==> src/rtl/ped_sched_pkg.sv <==
// Shared types and constants for the pedestrian request scheduler.
// Approach encoding, FSM states and a counter width helper.
package ped_sched_pkg;

  localparam logic DIR_NORTH = 1'b0;
  localparam logic DIR_WEST  = 1'b1;

  typedef enum logic {
    S_IDLE = 1'b0,
    S_REQ  = 1'b1
  } state_e;

  // Bits needed to hold values 0..max_val.
  function automatic int cnt_width(input int max_val);
    if (max_val < 2) return 1;
    return $clog2(max_val + 1);
  endfunction

endpackage

==> src/rtl/ped_request_scheduler_conditioner.sv <==
// Push-button conditioner: multi-flop synchronizer, debouncer with a stable-run
// counter, and a one-cycle pulse on each debounced rising edge.
module ped_button_conditioner
  import ped_sched_pkg::*;
#(
  parameter int SYNC_STAGES     = 2,
  parameter int DEBOUNCE_CYCLES = 16
) (
  input  logic clk,
  input  logic rst,
  input  logic raw_in,
  output logic press_o
);

  localparam int DW = cnt_width(DEBOUNCE_CYCLES);
  localparam logic [DW-1:0] DB_LAST = DW'(DEBOUNCE_CYCLES - 1);

  logic [SYNC_STAGES-1:0] sync_q, sync_d;
  logic [DW-1:0]          cnt_q, cnt_d;
  logic                   state_q, state_d;
  logic                   state_prev_q, state_prev_d;
  logic                   synced;

  assign synced = sync_q[SYNC_STAGES-1];

  always_comb begin
    sync_d       = {sync_q[SYNC_STAGES-2:0], raw_in};
    cnt_d        = '0;
    state_d      = state_q;
    state_prev_d = state_q;
    // The counter only runs while the synced level disagrees with the accepted state.
    if (synced != state_q) begin
      if (cnt_q == DB_LAST) begin
        state_d = synced;
      end else begin
        cnt_d = cnt_q + DW'(1);
      end
    end
  end

  always_ff @(posedge clk or posedge rst) begin
    if (rst) begin
      sync_q       <= '0;
      cnt_q        <= '0;
      state_q      <= 1'b0;
      state_prev_q <= 1'b0;
    end else begin
      sync_q       <= sync_d;
      cnt_q        <= cnt_d;
      state_q      <= state_d;
      state_prev_q <= state_prev_d;
    end
  end

  assign press_o = state_q & ~state_prev_q;

endmodule

==> src/rtl/ped_request_scheduler.sv <==
// Pedestrian extension scheduler: latches conditioned presses, then offers one
// green-extension request at a time, round-robin with per-approach hold-off.
module ped_request_scheduler
  import ped_sched_pkg::*;
#(
  parameter int SYNC_STAGES     = 2,
  parameter int DEBOUNCE_CYCLES = 16,
  parameter int HOLDOFF_CYCLES  = 64
) (
  input  logic clk,
  input  logic rst,
  input  logic north_ped_in,
  input  logic west_ped_in,
  input  logic north_green,
  input  logic west_green,
  input  logic ext_ack,
  output logic ext_req,
  output logic ext_dir,
  output logic north_pending,
  output logic west_pending,
  output logic conflict_err
);

  localparam int HW = cnt_width(HOLDOFF_CYCLES);
  localparam logic [HW-1:0] HOLD_LOAD = HW'(HOLDOFF_CYCLES);

  logic [1:0]    press, green, elig, clr, load;
  logic [1:0]    pending_q, pending_d;
  logic [HW-1:0] holdoff_q [2];
  logic [HW-1:0] holdoff_d [2];
  state_e        state_q, state_d;
  logic          dir_q, dir_d;
  logic          rr_last_q, rr_last_d;
  logic          conflict_q, conflict_d;

  ped_button_conditioner #(
    .SYNC_STAGES    (SYNC_STAGES),
    .DEBOUNCE_CYCLES(DEBOUNCE_CYCLES)
  ) u_north_btn (
    .clk    (clk),
    .rst    (rst),
    .raw_in (north_ped_in),
    .press_o(press[DIR_NORTH])
  );

  ped_button_conditioner #(
    .SYNC_STAGES    (SYNC_STAGES),
    .DEBOUNCE_CYCLES(DEBOUNCE_CYCLES)
  ) u_west_btn (
    .clk    (clk),
    .rst    (rst),
    .raw_in (west_ped_in),
    .press_o(press[DIR_WEST])
  );

  assign green = {west_green, north_green};

  always_comb begin
    for (int d = 0; d < 2; d++) begin
      elig[d] = pending_q[d] & green[d] & (holdoff_q[d] == '0);
    end
  end

  always_comb begin
    state_d   = state_q;
    dir_d     = dir_q;
    rr_last_d = rr_last_q;
    clr       = '0;
    load      = '0;
    unique case (state_q)
      S_IDLE: begin
        if (elig[DIR_NORTH] && elig[DIR_WEST]) begin
          dir_d   = ~rr_last_q;
          state_d = S_REQ;
        end else if (elig[DIR_NORTH]) begin
          dir_d   = DIR_NORTH;
          state_d = S_REQ;
        end else if (elig[DIR_WEST]) begin
          dir_d   = DIR_WEST;
          state_d = S_REQ;
        end
      end
      S_REQ: begin
        // An ack wins over a simultaneous green drop.
        if (ext_ack) begin
          clr[dir_q]  = 1'b1;
          load[dir_q] = 1'b1;
          rr_last_d   = dir_q;
          state_d     = S_IDLE;
        end else if (!green[dir_q]) begin
          state_d = S_IDLE;
        end
      end
      default: state_d = S_IDLE;
    endcase
  end

  always_comb begin
    pending_d  = (pending_q & ~clr) | press;
    conflict_d = conflict_q | (north_green & west_green);
    for (int d = 0; d < 2; d++) begin
      if (load[d]) begin
        holdoff_d[d] = HOLD_LOAD;
      end else if (holdoff_q[d] != '0) begin
        holdoff_d[d] = holdoff_q[d] - HW'(1);
      end else begin
        holdoff_d[d] = holdoff_q[d];
      end
    end
  end

  always_ff @(posedge clk or posedge rst) begin
    if (rst) begin
      state_q      <= S_IDLE;
      dir_q        <= DIR_NORTH;
      rr_last_q    <= DIR_WEST;
      pending_q    <= '0;
      conflict_q   <= 1'b0;
      holdoff_q[0] <= '0;
      holdoff_q[1] <= '0;
    end else begin
      state_q      <= state_d;
      dir_q        <= dir_d;
      rr_last_q    <= rr_last_d;
      pending_q    <= pending_d;
      conflict_q   <= conflict_d;
      holdoff_q[0] <= holdoff_d[0];
      holdoff_q[1] <= holdoff_d[1];
    end
  end

  assign ext_req       = (state_q == S_REQ);
  assign ext_dir       = dir_q;
  assign north_pending = pending_q[DIR_NORTH];
  assign west_pending  = pending_q[DIR_WEST];
  assign conflict_err  = conflict_q;

endmodule

==> config.mk <==
export PLATFORM = sky130hd
export DESIGN_NAME = ped_request_scheduler
export DESIGN_NICKNAME = d
export VERILOG_FILES = /design/src/rtl/ped_sched_pkg.sv /design/src/rtl/ped_request_scheduler_conditioner.sv /design/src/rtl/ped_request_scheduler.sv
export SDC_FILE = /design/constraint.sdc
export NUM_CORES = 1
export LEC_CHECK = 0
export ABC_AREA = 1
export CAP_MARGIN = 20
export CORE_AREA = 5 5 67 75
export DETAILED_ROUTE_END_ITERATION = 10
export DIE_AREA = 0 0 72 80
export PLACE_DENSITY = 0.7
export SLEW_MARGIN = 0
export SYNTH_ARGS = -nofsm -noshare
export SYNTH_HDL_FRONTEND = slang
export SYNTH_HIERARCHICAL = 1
export SYNTH_SLANG_ARGS = --single-unit
==> constraint.sdc <==
create_clock -name clk -period 1.37 [get_ports clk]
set_input_delay 0.3425 -clock clk [delete_from_list [all_inputs] [get_ports clk]]
set_output_delay 0.3425 -clock clk [all_outputs]
set_load 0.05 [all_outputs]
* After elaboration in Yosys (flattened, before gate mapping)
Cells that the tools add are included.
** Operators by class
- $add $sub $neg :: 4
- Order comparisons :: 2
- Equal/unequal tests :: 4
- Multiplexer cells :: 23
- Bitwise logic cells :: 15
- Reduce and logical (&&, ||, !) cells :: 13
** Operators with widths (number)
- $mux 7 :: 4
- $mux 5 :: 4
- $logic_not 7->1 :: 2
- $reduce_bool 7->1 :: 2
- $sub 7x1->7 const B :: 2
- $mux 1 :: 11
- $add 5x1->5 const B :: 2
- $eq 5x4->1 const B :: 2
- $reduce_and 2->1 :: 4
- $and 1x1->1 :: 7
- $mux 2 :: 2
- $not 1->1 :: 4
- $reduce_bool 2->1 :: 2
- $reduce_bool 3->1 :: 1
- $and 2x2->2 :: 1
- $logic_and 1x1->1 :: 2
- $lt 1x2->1 const B :: 1
- $ne 1x1->1 :: 2
- $not 2->2 :: 1
- $or 2x2->2 :: 1
- $pmux 1 s2 :: 1
- $demux 1 s1 :: 1
- $ge 1x1->1 const B :: 1
- $or 1x1->1 :: 1
** Storage, ports and cells
- Flip-flop bits (word level) :: 38
- Input bits :: 7
- Output and inout port bits :: 5
- Word-level logic and storage cells :: 76

* Depth between registers and ports, before layout
- Depth after elaboration :: 9
- Mapped depth :: 10

* Hierarchy
The synthesis kept the hierarchy.
** Modules (own cells, without submodules)
- ped_request_scheduler :: times used 1, cells each 127, area each 1068.5 um^2, seq. area each 501.7 um^2
- ped_button_conditioner :: times used 2, cells each 39, area each 359.1 um^2, seq. area each 225.2 um^2

* Worst setup path before layout
No wires, ideal clock.
- Path type :: register -> register
- Start point :: reg state_q (netlist: ext_req)
- End point :: reg holdoff_q[1] (netlist bit)
- Setup time :: 0.119 ns
- Data arrival time :: 1.271 ns
- Data required time :: 1.251 ns
- Slack :: -0.020 ns
- Cell stages (with the launch flop) :: 6
- Path through :: dfrtp_1 nand2_1 nor2_2 inv_2 nand3b_1 o21ai_2
** Between the ends
- Cells in the longest elaborated chain, start to end :: 2
- Elaborated cells between the ends (all ways) :: 3
- Those cells by class :: mux (2); reduce/logical (1)
** RTL lines
- start: declaration :: RTL line ped_request_scheduler.sv:31 : state_e state_q, state_d;
- start signal: assignment :: RTL line ped_request_scheduler.sv:122 : state_q <= state_d;
- $mux 2 * :: RTL line ped_request_scheduler.sv:70 : unique case (state_q)
- $mux 7 / $reduce_bool 2->1 (equally long branches)
- end: declaration :: RTL line ped_request_scheduler.sv:29 : logic [HW-1:0] holdoff_q [2];
Every way passes the cells marked *; elsewhere a longest branch is shown, timed or not.
A chain may end at the register's enable or synchronous reset.

* Worst setup path in the final report
- Start point :: reg dir_q (netlist: ext_dir)
- End point :: out ext_dir
** RTL lines
- start: declaration :: RTL line ped_request_scheduler.sv:32 : logic dir_q, dir_d;
- start signal: assignment :: RTL line ped_request_scheduler.sv:123 : dir_q <= dir_d;
- end: declaration :: RTL line ped_request_scheduler.sv:18 : output logic ext_dir,
No word-level cell between the ends.

==> key figures <==
Run status
  – Status: finished clean

Final layout
  – Final core occ: 53.2%
  – Layout Nets: 245
  – P&R area growth vs syn: 24.8%
  – Fillers: between 300 and 400
  – # diodes: 0
  – Share of cells above drive strength 1: 20.9%

CTS
  – Clk_lat worst skew: 290 ps
  – Clock Pin Slew Worst Setup and Hold Paths: around 80 ps
  – CTS sink count: 38
  – CTS Root Cell: clkbuf_8
  – Worst-case clock buffer depth: 2
  – Hold Buf Count CTS: 0
  – H-tree lvl count: 2
  – CTS tree: built
  – CTS Buf Count: 5

Timing
  – Final period util: between 90% and 100%
  – Worst slew pin tran: approximately 340 ps
  – Fin. Hold Viols: 0
  – RSZ-0062 raised after global routing: no
  – Final setup margin: 85.3 ps
  – Final Setup Violations: 0
  – Final Slew Violations: 0
  – Max transition margin: just under 80%
  – Worst clock skew: ~10 ps
  – Max Clock Freq: approximately 780 MHz
  – Fin crit period: roughly 1300 ps

Worst setup path
  – Startpoint types: flop
  – CP max stage delay: around 480 ps
  – Bufs and invs on worst path: 1
  – Peak fanout along the critical path: 5
  – CP Class: reg2out
  – CP max stage cell: dfrtp_1
  – Worst path cell trace: buf_12
  – Worst EP required: 1030 ps
  – Crit. End Element: primary output
  – CP top delay family: flip-flops
  – Arrival time at the worst endpoint: approximately 940 ps

Route
  – First-pass iteration count of the detailed router: 4
  – WL per Instance: 11.5 um
  – Vias per inst: ~4.8
  – DRC errors left: 0
  – Initial DRC count: 54
  – Routed WL: 3320 um
  – Vias: 1392
  – Number of routed nets with antenna violations: 0

Synth
  – Cells after synthesis: slightly above 200
  – Sequential element share of the synthesized area: ~53%
  – Syn. warnings: 6
  – Top cells by area, synth: dfrtp_1 52%, nand2_1 8.6%, inv_1 5.9%
  – Mapped Area: 1790 um^2
  – Yosys top cell area share: about half
  – Synthesized Nets: between 200 and 250
  – Synth Register Bits: 38
  – Yosys top cell by area: dfrtp_1
  – Synth unique cells: 25
  – Syn avg cell area: 8.72 um^2

Place
  – Routability congestion estimate from global placement: a little under 0.8
  – Port Buffers: 11
  – Final HPWL DP: roughly 2500 um
  – Post-Place Worst Slack: -131 ps

Global route
  – First-pass GRT wire length: about 6000 um
  – Vias in the first global route: 1422
  – Initial antenna violation count: 0
  – Pin count of the biggest net entering global routing: 21
  – Total Routing Usage GR: between 10% and 20%
  – GR Overflow Total: 0

Die
  – Core box area: ~4200 um^2
  – Chip height: 80 um
  – Die X: 72 um
  – Cell row count: 25
  – Die Area: around 5800 um^2
  – I/O pin total: 12
  – Starting Density: a little over two fifths

Power and ir drop
  – Power density cells: 1250 nW/um^2
  – Lkg Pwr: around 1.1 nW
  – Maximum vdd drop: 686 uV

Hold path
  – Worst hold path class: reg2reg

Job
  – Max Cap Viol: 0
==> final timing paths <==
kind                       slack [ps]                    end             startpoint  cells after the start
max                                90                ext_dir                ext_dir                      1
min                               350  u_north_btn/sync_q[1]  u_north_btn/sync_q[0]                      0
max reg2reg                       110                ext_dir           holdoff_q[1]                      9
min reg2reg                       350  u_north_btn/sync_q[1]  u_north_btn/sync_q[0]                      0
max in group asynchronous         730              rr_last_q                    rst                      3
min in group asynchronous         360    u_west_btn/cnt_q[2]                    rst                      2
==> layout make-up <==
class / instances / area [um^2] / share of cell area (%)
flip-flops and latches: 38 / 953 / 42.8
multi-input cells: 129 / 704 / 31.6
repair buffers: 22 / 255 / 11.4
inverters: 38 / 143 / 6.40
clock buffers: 7 / 76.3 / 3.42
well taps: 54 / 67.6 / 3.03
clock inverters: 1 / 30.0 / 1.35
==> sequential cells by signal, summed over array words and instances, names as in the netlist <==
name and flops:
u_west_btn/cnt_q 5, conflict_err 1, pending_q 2, u_west_btn/state_prev_q 1, u_north_btn/state_prev_q 1, ext_dir 1
holdoff_q 14, u_north_btn/state_prev_d 1, rr_last_q 1, u_north_btn/cnt_q 5, u_north_btn/sync_q 2, u_west_btn/sync_q 2
ext_req 1, u_west_btn/state_prev_d 1
==> cell usage after synthesis <==
library cell	n
nor2_1	25
nand3b_1	4
nor3_1	1
a21oi_1	4
dfrtp_1	37
inv_2	9
ha_1	4
nor2_2	3
o211ai_1	1
o21bai_1	1
dfstp_2	1
o21ai_1	2
o21ai_2	2
nor2_4	4
nand3_4	1
inv_1	28
nand2_1	41
a21o_1	2
nand3_1	21
xnor2_1	2
nand3_2	1
nand4_1	5
clkinv_1	1
nand2_2	3
xor2_1	2
==> cell families after synthesis <==
kind of cell / synth area share, %
flip-flops: 53.3
XOR/XNOR: 1.96
AND/OR/NAND/NOR: 29.6
buffers and inverters: 7.98
adder cells (fa/ha/maj): 2.80
AO/OA/AOI/OAI: 4.34
==> worst reg2reg max path: stages (launching register included) <==
cell     delay [ps]
dfrtp_1         400
inv_2            90
ha_4            130
inv_2            40
nor2_4           90
nand3_4         130
inv_2            80
nand2_2          60
nand3_1          90
nand2_1          50
==> placed cells by master (no fill, tap or decap), types with 4 or more instances in the layout <==
cell type,Yosys,final
clkbuf_8,0,5
nand4_1,5,5
nor2_1,25,25
clkdlybuf4s50_1,0,6
nand2_1,41,41
inv_1,28,27
dfrtp_1,37,36
nor2_4,4,4
a21oi_1,4,4
nand3b_1,4,4
nand3_1,21,21
inv_2,9,10
buf_4,0,10
buf_12,0,6
==> through the flow <==
step	TNS [ps]	hold WS, ps	total power [mW]	std cells	area, um^2
CTS	0	351	2.81	287	2200
global placement	-623	332	1.85	279	2100
finish	0	351	2.78	289	2230
floorplan	0	170	1.71	205	1790
global route	0	363	2.96	289	2230
detailed placement	-1110	335	1.86	279	2100
==> power breakdown <==
part,total (mW),internal (mW),switching (mW)
combinational,0.492,0.223,0.268
sequential,1.36,1.24,0.113
clock,0.936,0.545,0.390
total,2.78,2.01,0.772
==> repair_timing <==
item	in CTS	in global routing
setup endpoints to repair	0	4
gates resized for setup	0	3
buffers inserted	0	2
endpoints found under the hold margin	0	0
==> per-layer routing <==
metal / global-route usage (%) / share of wire (%) / vias up
met1: 15.5 / 44 / 652
met5: 0 / 0 / -
met2: 22.1 / 50 / 28
li1: - / - / 702
met4: 4.51 / 2.2 / 0
met3: 4.41 / 4.2 / 10
No activity file was read; power rests on OpenSTA's default activity.
